## config.mk

```make
export PLATFORM = sky130hd
export DESIGN_NAME = seven_seg_mux
export DESIGN_NICKNAME = d
export VERILOG_FILES = /design/src/rtl/seven_seg_mux.sv
export SDC_FILE = /design/constraint.sdc
export NUM_CORES = 1
export LEC_CHECK = 0
export ABC_AREA = 1
export CAP_MARGIN = 10
export CORE_UTILIZATION = 61
export CTS_CLUSTER_DIAMETER = 40
export DETAILED_ROUTE_END_ITERATION = 10
export PLACE_DENSITY = 0.84
export SYNTH_ARGS = -nofsm -noshare
export SYNTH_HDL_FRONTEND = slang
export SYNTH_SLANG_ARGS = --single-unit
```

## constraint.sdc

```tcl
create_clock -name clk -period 4.73 [get_ports clk]
set_input_delay 0.473 -clock clk [delete_from_list [all_inputs] [get_ports clk]]
set_output_delay 0.473 -clock clk [all_outputs]
set_load 0.01 [all_outputs]
```

## src/rtl/seven_seg_mux.sv

```systemverilog
// Four-digit multiplexed 7-segment driver: one frame-synchronous shadow/active register pair, anti-ghost blanking.
// Latency: outputs are registered one cycle after the (digit, count) state; no backpressure (load is a strobe, last one wins).
module seven_seg_mux #(
  parameter int DIV   = 25000,
  parameter int BLANK = 1000
) (
  input  logic        clk,
  input  logic        rst,
  input  logic [15:0] value,
  input  logic [3:0]  dp,
  input  logic [3:0]  dig_en,
  input  logic        load,
  output logic [7:0]  io_seg,
  output logic [3:0]  io_sel,
  output logic        frame_done
);

  localparam int CW = (DIV > 1) ? $clog2(DIV) : 1;

  typedef struct packed {
    logic [15:0] value;
    logic [3:0]  dp;
    logic [3:0]  en;
  } disp_t;

  logic [CW-1:0] cnt;
  logic [1:0]    d;
  logic          pending;
  disp_t         shadow;
  disp_t         active;
  disp_t         in_dat;
  logic          slot_end;
  logic          boundary;
  logic [3:0]    nib;
  logic [7:0]    seg_nxt;
  logic [3:0]    sel_nxt;

  function automatic logic [6:0] seg7(input logic [3:0] n);
    case (n)
      4'h0: seg7 = 7'h3F;
      4'h1: seg7 = 7'h06;
      4'h2: seg7 = 7'h5B;
      4'h3: seg7 = 7'h4F;
      4'h4: seg7 = 7'h66;
      4'h5: seg7 = 7'h6D;
      4'h6: seg7 = 7'h7D;
      4'h7: seg7 = 7'h07;
      4'h8: seg7 = 7'h7F;
      4'h9: seg7 = 7'h6F;
      4'hA: seg7 = 7'h77;
      4'hB: seg7 = 7'h7C;
      4'hC: seg7 = 7'h39;
      4'hD: seg7 = 7'h5E;
      4'hE: seg7 = 7'h79;
      default: seg7 = 7'h71;
    endcase
  endfunction

  assign in_dat   = '{value: value, dp: dp, en: dig_en};
  assign slot_end = (cnt == CW'(DIV - 1));
  assign boundary = slot_end && (d == 2'd3);
  assign nib      = active.value[{d, 2'b00} +: 4];

  // The first BLANK cycles of every slot stay dark so the previous digit's pattern never ghosts onto the next.
  always_comb begin
    seg_nxt = 8'hFF;
    sel_nxt = 4'hF;
    if ((cnt >= CW'(BLANK)) && active.en[d]) begin
      sel_nxt    = 4'hF;
      sel_nxt[d] = 1'b0;
      seg_nxt    = ~{active.dp[d], seg7(nib)};
    end
  end

  always_ff @(posedge clk) begin
    if (rst) begin
      cnt        <= '0;
      d          <= 2'd0;
      pending    <= 1'b0;
      shadow     <= '0;
      active     <= '0;
      io_seg     <= 8'hFF;
      io_sel     <= 4'hF;
      frame_done <= 1'b0;
    end else begin
      cnt        <= slot_end ? '0 : cnt + 1'b1;
      if (slot_end) d <= d + 2'd1;
      io_seg     <= seg_nxt;
      io_sel     <= sel_nxt;
      frame_done <= boundary;
      // Active data only moves at the frame boundary; a load in that very cycle bypasses the shadow.
      if (boundary) begin
        if (load)         active <= in_dat;
        else if (pending) active <= shadow;
        pending <= 1'b0;
      end else if (load) begin
        shadow  <= in_dat;
        pending <= 1'b1;
      end
    end
  end

endmodule

```

# --- Word level (Yosys, flattened, before mapping) ---
# Memories as Yosys holds them, arrays and structs flattened.
# Index checks and enable logic that the tools add are counted.
word_totals:
  ff_bits: 79
  mem_bits_ro: 112
  inputBits: 27
  output_inout_bits: 13
  wordCells: 43
  memories: 1
op_classes:
  add_sub_neg: 2
  magnitude_cmp: 3
  eq_ne: 2
  n_shift: 1
  n_mux: 9
  n_bitwise: 4
  n_reduce_logical: 9
memory_table:
  columns: ["name", "depth", "word_bits", "rd", "rd_ports_with_merged_regs", "wr", "line_no", "source"]
  rows:
  - ["(no name shown)", 16, 7, 1, 0, 0, "39", "case (n)"]
ops:
  columns: ["cell", "count"]
  rows:
  - ["$mux 24", 2]
  - ["$shiftx 16x5->4", 1]
  - ["$add 15x1->15 const B", 1]
  - ["$eq 15x15->1 const B", 1]
  - ["$ge 15x10->1 const B", 1]
  - ["$not 8->8", 1]
  - ["$mux 7", 1]
  - ["$reduce_or 2->1", 3]
  - ["$bmux 1 s2", 2]
  - ["$not 4->4", 1]
  - ["$reduce_and 2->1", 2]
  - ["$logic_and 1x1->1", 3]
  - ["$lt 2x3->1 const B", 1]
  - ["$mux 1", 3]
  - ["$add 2x1->2 const B", 1]
  - ["$demux 1 s2", 1]
  - ["$eq 2x2->1 const B", 1]
  - ["$ge 2x1->1 const B", 1]
  - ["$not 1->1", 2]
  - ["$reduce_bool 2->1", 1]

# --- Depth between registers and ports, before layout ---
# Gate-level depths: netlist of run 1.
depth:
  word_depth: 5
  mapped_depth: 12
  ltp_nobuf: 10

# --- Least setup slack after synthesis of run 1 ---
# OpenSTA, ideal clock, no wires.
synth_timing:
  path_type: "reg2reg"
  startpoint: "register d[0]"
  endpoint: "register io_seg[0]"
  setup_time_ns: 0.123
  t_arrival_ns: 1.655
  required_time_ns: 4.607
  path_slack_ns: 2.952
  path_stages_with_launch: 12
  path_buffers: 2
  synth_period_minus_slack_ns: 1.778
  cell_sequence: "dfxtp_1 > buf_2 > buf_2 > nand2_1 > o21ai_0 > nand2_1 > nand2_1 > inv_1 > ha_1 > or2_2 > nand2_1 > nand3_1"
synth_via:
  elab_chain_len: 5
  word_cells_on_any_way: 9
  cone_classes: "1 x shift; 3 x mux; 2 x bitwise; 2 x reduce/logical; 1 x memory"
synth_lines:
  columns: ["item", "line_no", "source"]
  rows:
  - ["start: declaration", "27", "logic [1:0] d;"]
  - ["start signal: assignment", "87", "if (slot_end) d <= d + 2'd1;"]
  - ["parallel branches: the longest is 5 deep, another holds $mem_v2 16x7", null, null]
  - ["end signal: assignment", "88", "io_seg <= seg_nxt;"]
  - ["end: declaration", "13", "output logic [7:0] io_seg,"]
# Several ways; the timed one is not identified. The select of a mux whose other input is x is not followed.
# A chain may end at the register's enable or synchronous reset.

# --- Worst setup path after layout of run 1 ---
layout_timing:
  startpoint: "register d[0]"
  endpoint: "register active[20] (netlist name)"
layout_via:
  elab_chain_len: 3
layout_lines:
  columns: ["item", "line_no", "source"]
  rows:
  - ["$eq 2x2->1", "61", "assign boundary = slot_end && (d == 2'd3);"]
  - ["$logic_and 1x1->1", "61", null]
  - ["$reduce_and 2->1 (no line)", null, null]
  - ["end signal: assignment", "93", "if (load) active <= in_dat;"]
  - ["end signal: assignment", "94", "else if (pending) active <= shadow;"]
  - ["end: declaration", "30", "disp_t active;"]
# No other way between the ends.

==> summary.md, run 1 <==
| Metric | Value |
|---|---|
| Status | `completed` |
| Clock Latency Late Sink | `0.36 ns` |
| WP data required | `5.02 ns` |
| Placer congestion estimate | `0.926` |
| CP endpoint | `active[20]` |
| H-tree levels | `3` |
| Largest family of logic cells by synthesized area | `simple AND/OR/NAND/NOR gates` |
| Total iterations of the first detailed-routing run | `5` |
| Fmax achieved | `334 MHz` |
| Avg Vias per Cell | `5.35` |
| Worst Setup Path Type | `register to register` |
| CP startpoint | `d[0]` |
| Initial antenna violation count | `0` |
| Clock Pin Slew Worst Setup and Hold Paths | `0.08 ns` |
| Psw | `316 uW` |
| HPWL Detailed | `5530 um` |
| First-pass GRT wire length | `14300 um` |
| Post-route DRC | `0` |
| Setup TNS | `0 ns` |
| Post-synth top area share | `39.0%` |
| Drt total wl | `8230 um` |
| Post-synth EDFFs | `0` |
| Pleak | `1.94 nW` |
| Vias | `3731` |
| Row cnt | `29` |
| TritonCTS buffer count | `9` |
| Fin Clk Skew | `0.00967 ns` |
| Max Slew Vio Count | `0` |
| Unrepaired setup endpoints after global routing | `no` |
| Synth Net Count | `639` |
| Core Region | `0.00639 sq mm` |
| Worst R2R Start | `d[0]` |
| ANT nets after route | `0` |
| Worst R2R Setup Slack | `1.74 ns` |
| Syn_area_per_cell | `6.76 sq um` |
| Mapped cell area | `0.00405 sq mm` |
| Final hold viol count | `0` |
| Diode count | `0` |
| CP most frequent cell | `nor2_1` |
| Fin crit share | `63.3%` |
| Area delta synth->final | `13.9%` |
| Pint | `1.08 mW` |
| Worst hold path type | `register to register` |
| Vias in the first global route | `3365` |
| Total gr overflow | `0` |
| Post-synthesis xor/xnor area fraction | `0.648%` |
| Main area contributors after synthesis | `dfxtp_1 (39%), nand2_1 (13%), nor2_1 (9.9%)` |
| Netlist cell types | `31` |
| Drt initial violations | `187` |
| Asr flop ratio synth | `0%` |
| Worst slew pin tran | `1.03 ns` |
| Largest net degree at the start of global routing | `55` |
| Synth Area in Compound Gates | `10.5%` |
| Area leader, netlist | `dfxtp_1` |
| Register area share after synthesis | `39.0%` |
| Initial core utilization | `63.5%` |
| Total track usage | `24.7%` |
| Final Util | `72.3%` |
| Sequential Power Share | `49.3%` |
| Adder-cell share of the synthesized area | `3.70%` |
| # fillers | `542` |
| Final setup fails | `0` |
| Root Driver | `clkbuf_8` |
| Worst Path Max Fanout | `51` |
| Maximum clock path buffer count | `2` |
| Yosys warning total | `0` |
| CTS resizes | `0` |
| Post-synth top cells | `nand2_1 (143), nor2_1 (107), dfxtp_1 (79)` |
| Hold_buf cts | `0` |
| FF+latch count, synth | `79` |
| Crit path max-delay cell type | `ha_1` |
| Worst R2R Path Depth | `5` |
| Port bufs | `39` |
| Clock sinks | `79` |
| CTS tree | `yes` |
| Net Sw Frac | `22.6%` |
| Share of layout cells above drive strength 1 | `4.35%` |
| Worst vdd ir | `0.241 mV` |
| Top-count cell post-synth | `nand2_1` |
| Logic pwr share | `8.0%` |
| Fin nets | `655` |
| Max cap viols | `0` |
| CP Launch Type | `register` |
| WL per Instance | `11.8 um` |
| Die H | `83.5 um` |
| Simple-Gate Fraction of Synth Area | `36.5%` |
| Pwr Density | `303 mW/mm^2` |
| Reg2reg end | `active[20]` |
| Postcts setup bufs | `0` |
| Fin crit period | `2.99 ns` |
| CP max stage delay | `0.94 ns` |
| CP cell instances | `ha_1 -> nand3_4 -> nor2_8 -> nor2_1 -> nor2_1` |
| Cells after synthesis | `600` |
| Die width | `83.5 um` |
| Post-synthesis mux area share | `0%` |
| Max-slew headroom | `31.7%` |
| Post-synth top flop | `dfxtp_1` |
| Clock power share | `42.7%` |
| Die area | `0.00698 sq mm` |
| Critical Path AT | `3.28 ns` |
| CP endpoint kind | `register` |
| Ports | `40` |
worst min path at each step:
stage / cells past startpoint / to / startpoint
finish: 1 / cnt[0] / cnt[0]
floorplan: 1 / cnt[0] / cnt[0]
detailed placement: 1 / cnt[0] / cnt[0]
global route: 2 / active[15] / active[15]
global placement: 1 / cnt[0] / cnt[0]
CTS: 1 / cnt[0] / cnt[0]
worst max-delay path: cells and delay by family, from the launching register on:
family	cells	cell delay, ns
adders and majority gates	1	0.94
DFF	1	0.66
and+or+nand+nor	4	1.30
cell usage in the layout (no fill, tap or decap), types with 8 or more instances in the layout:
master,instances
clkdlybuf4s50_1,39
nand3_1,48
clkbuf_8,9
nand4_1,29
ha_1,12
a21oi_1,36
nand2_1,143
o21ai_0,8
inv_1,54
nor2_1,107
dfxtp_1,79
o21a_1,24
per-layer routing:
| metal | vias up | wire [um] | track usage (%) |
|---|---|---|---|
| met5 | - | 0 | 0 |
| met4 | 0 | 197 | 12.6 |
| met3 | 23 | 315 | 4.06 |
| met2 | 99 | 3790 | 40.8 |
| met1 | 1661 | 3930 | 31.2 |
| li1 | 1948 | - | - |
flip-flops by register name, summed over array words and instances, names as in the netlist:
| register | flops |
|---|---|
| pending | 1 |
| d | 2 |
| io_sel | 4 |
| cnt | 15 |
| shadow | 24 |
| active | 24 |
| frame_done | 1 |
| io_seg | 8 |
final cells by class:
cell class | instances | area, sq um | area share [%]
Timing Repair Buffer | 41 | 405 | 8.78
Inverter | 57 | 214 | 4.63
Clock inverter | 6 | 109 | 2.36
Multi-Input combinational cell | 428 | 2080 | 45.1
Clock buffer | 10 | 128 | 2.76
Sequential cell | 79 | 1580 | 34.3
Tap cell | 77 | 96.3 | 2.09
cell families (layout without fill, tap and decap cells):
kind of cell	count (synthesis)	after routing
and+or+nand+nor	341	341
buffers and inverters	93	114
DFF	79	79
AOI/OAI and AO/OA	72	72
adders and majority gates	12	12
xor gates and xnor gates	3	3
stage by stage:
| stage | cells | setup slack (ns) | power [mW] | area [sq um] | hold slack, ns |
|---|---|---|---|---|---|
| finish | 698 | 1.74 | 1.40 | 4620 | 0.480 |
| global route | 698 | 1.50 | 1.45 | 4620 | 0.507 |
| CTS | 698 | 1.77 | 1.41 | 4620 | 0.485 |
| detailed placement | 682 | 1.81 | 0.816 | 4380 | 0.465 |
| global placement | 682 | 2.00 | 0.812 | 4380 | 0.439 |
| floorplan | 600 | 2.95 | 0.781 | 4050 | 0.430 |
power by group through the flow:
stage               combinational, mW  sequential [mW]  clock, mW
floorplan                      0.0768            0.704          0
global placement                0.107            0.705          0
detailed placement              0.111            0.706          0
CTS                             0.111            0.690      0.607
global route                    0.125            0.692      0.635
finish                          0.111            0.690      0.598
Power figures use the tool's default switching activity.
==> run 2, diff against run 1 <==
Settings changed: CORE_UTILIZATION 61 to 57, PLACE_DENSITY 0.84 to 0.8.
Clock period 4.73 ns to 2.97 ns, I/O delays scaled along.
==> run 2 against run 1 <==
- non-clock buffer count grew 4
- combinational power rose by 59%
- critical endpoint is now io_seg[3]
- sequential share of layout area rose by 0.19 points
- die area rose by 6.9%
- worst setup slack worse by 1.1 ns
- via count shrank 1.8%
- largest cell class unchanged
- wire length fell by 1.8%
- total power up 40%
- count of clock-buffer cells in the layout rose by 4
- critical path type unchanged
- register-to-register slack lost 1.1 ns
==> summary.md, run 2 (synthesis gave the netlist of run 1 again) <==
| Metric | Value |
|---|---|
| Status | `completed` |
| Grt met2 use | `39.7% (-1.2 points)` |
| Total iterations of the first detailed-routing run | `4 (-1)` |
| WP buf/inv | `3 (+3)` |
| Drt initial violations | `185 (-1.1%)` |
| Max cap viols | `0 (unchanged)` |
| Fmax achieved | `433 MHz (+29%)` |
| Final WS setup | `0.659 ns (-1.08 ns)` |
| Die area | `0.00745 sq mm (+6.9%)` |
| Leading cell type in the layout, fill and taps excluded | `nand2_1` |
| Diode count | `0 (unchanged)` |
| Worst Setup Path Type | `register to register` |
| Commonest non-fill, non-tap cells in the layout | `nand2_1 (143), nor2_1 (107), dfxtp_1 (79)` |
| Worst vdd ir | `0.260 mV (+7.7%)` |
| ANT nets after route | `0 (unchanged)` |
| CP cell instances | `inv_1 -> nand2_1 -> nand3_1 -> o21ai_1 -> inv_1 -> ha_1 -> inv_1 -> a21oi_1 -> nand2_1 -> nand3_1` |
| Final setup fails | `0 (unchanged)` |
| Worst Path Max Fanout | `18 (-65%)` |
| CP delay by family, top | `flip-flops` |
| Area delta synth->final | `13.3%` |
| HPWL Detailed | `5590 um (+1.0%)` |
| CTS tree | `yes` |
| Psw | `460 uW (+46%)` |
| Postcts setup bufs | `0 (unchanged)` |
| Final hold viol count | `0 (unchanged)` |
| Total gr overflow | `0 (unchanged)` |
| Post-route DRC | `0 (unchanged)` |
| WP data required | `3.16 ns (-1.86 ns)` |
| Unrepaired setup endpoints after global routing | `no` |
| Biggest regs | `active: 24 flops, shadow: 24 flops, cnt: 15 flops` |
| CTS resizes | `0 (unchanged)` |
| Die width | `86.3 um (+3.4%)` |
| Core Region | `0.00683 sq mm (+7.0%)` |
| TritonCTS buffer count | `9 (unchanged)` |
| Row cnt | `30 (+3.4%)` |
| Flip-flop and latch area | `0.00158 sq mm (unchanged)` |
| Worst hold path type | `register to register` |
| Vias | `3663 (-1.8%)` |
| Clock sinks | `79 (unchanged)` |
| Worst slew pin tran | `0.718 ns (-0.307 ns)` |
| Global route hottest layer | `met2` |
| Critical Path AT | `2.50 ns (-0.78 ns)` |
| M3 GR Usage | `3.62% (-0.44 points)` |
| Pint | `1.49 mW (+38%)` |
| Max-slew headroom | `52.0% (+20 points)` |
| Logic pwr share | `9.1% (+1.1 points)` |
| H-tree levels | `3 (unchanged)` |
| Initial core utilization | `59.3% (-4.1 points)` |
| Fin area | `0.00459 sq mm (-0.54%)` |
| Avg Vias per Cell | `5.09 (-4.8%)` |
| Sequential Power Share | `56.3% (+7.0 points)` |
| Initial antenna violation count | `0 (unchanged)` |
| Dpl cell area | `0.00443 sq mm (+1.2%)` |
| Placer congestion estimate | `0.915 (-1.2%)` |
| CP Launch Type | `register` |
| Setup WS pre-CTS | `0.709 ns (-1.10 ns)` |
| Clock Latency Late Sink | `0.34 ns (-0.02 ns)` |
| Fin crit period | `2.31 ns (-0.681 ns)` |
| Total track usage | `23.2% (-1.4 points)` |
| Max Slew Vio Count | `0 (unchanged)` |
| Grt met1 use | `29.3% (-1.9 points)` |
| Root Driver | `clkbuf_8` |
| Crit path max-delay cell type | `dfxtp_1` |
| WL per Instance | `11.2 um (-4.8%)` |
| Fin crit share | `77.8% (+15 points)` |
| Share of layout cells above drive strength 1 | `4.33% (-0.021 points)` |
| Clock Pin Slew Worst Setup and Hold Paths | `0.08 ns (about the same)` |
| Fin Clk Skew | `0.00560 ns (-0.00407 ns)` |
| Largest net degree at the start of global routing | `52 (-5.5%)` |
| CP endpoint kind | `register` |
| Final Util | `67.2% (-5.1 points)` |
| Setup TNS | `0 ns (unchanged)` |
| CP most frequent cell | `inv_1` |
| Die H | `86.3 um (+3.4%)` |
| Pwr Density | `425 mW/mm^2 (+40%)` |
| Drt total wl | `8080 um (-1.8%)` |
| Maximum clock path buffer count | `2 (unchanged)` |
| # fillers | `634 (+17%)` |
| First-pass GRT wire length | `14100 um (-1.2%)` |
| Port bufs | `39 (unchanged)` |
| Fin nets | `659 (+0.61%)` |
| Area of the multi-input gates | `0.00208 sq mm (unchanged)` |
| Hold_buf cts | `0 (unchanged)` |
| Pleak | `1.92 nW (-0.99%)` |
| Vias in the first global route | `3332 (-0.98%)` |
| CP max stage delay | `0.67 ns (-0.27 ns)` |
| Clock power share | `34.6% (-8.1 points)` |
| Final hold slack | `0.460 ns (-0.0205 ns)` |
| Ports | `40 (unchanged)` |
| Net Sw Frac | `23.6% (+0.98 points)` |
==> run 2: metal layers <==
layer / wire [um] / vias to the layer above
met5: 0 / -
met3: 221 / 11
met2: 3810 / 59
met1: 3950 / 1639
li1: - / 1954
met4: 103 / 0
==> run 2: path summary, 6_finish.rpt <==
path / startpoint / endpoint / slack, ns / depth (start not counted)
max: d[0] / io_seg[3] / 0.66 / 10
min: cnt[0] / cnt[0] / 0.46 / 1
max reg2reg: d[0] / io_seg[3] / 0.66 / 10
min reg2reg: cnt[0] / cnt[0] / 0.46 / 1
==> run 2: area by class of cell <==
type	count	area share, %
multi-input cells	428	45.4
flip-flops and latches	79	34.4
repair buffers	45	9.48
inverters	57	4.66
clock buffers	14	3.32
well taps	96	2.62
clock inverters	1	0.109
==> run 2: through the flow <==
stage	cells	total power, mW
3_3_place_gp	705	1.29
4_1_cts	720	1.97
6_report	720	1.95
2_1_floorplan	600	1.24
5_1_grt	720	2.04
3_5_place_dp	705	1.30
==> run 2: power by group through the flow <==
stage / Combinational (mW) / Clock, mW / Sequential, mW
after detailed placement: 0.177 / 0 / 1.12
after global placement: 0.172 / 0 / 1.12
after CTS: 0.178 / 0.691 / 1.10
after floorplan: 0.122 / 0 / 1.12
after global routing: 0.200 / 0.737 / 1.10
final: 0.177 / 0.676 / 1.10
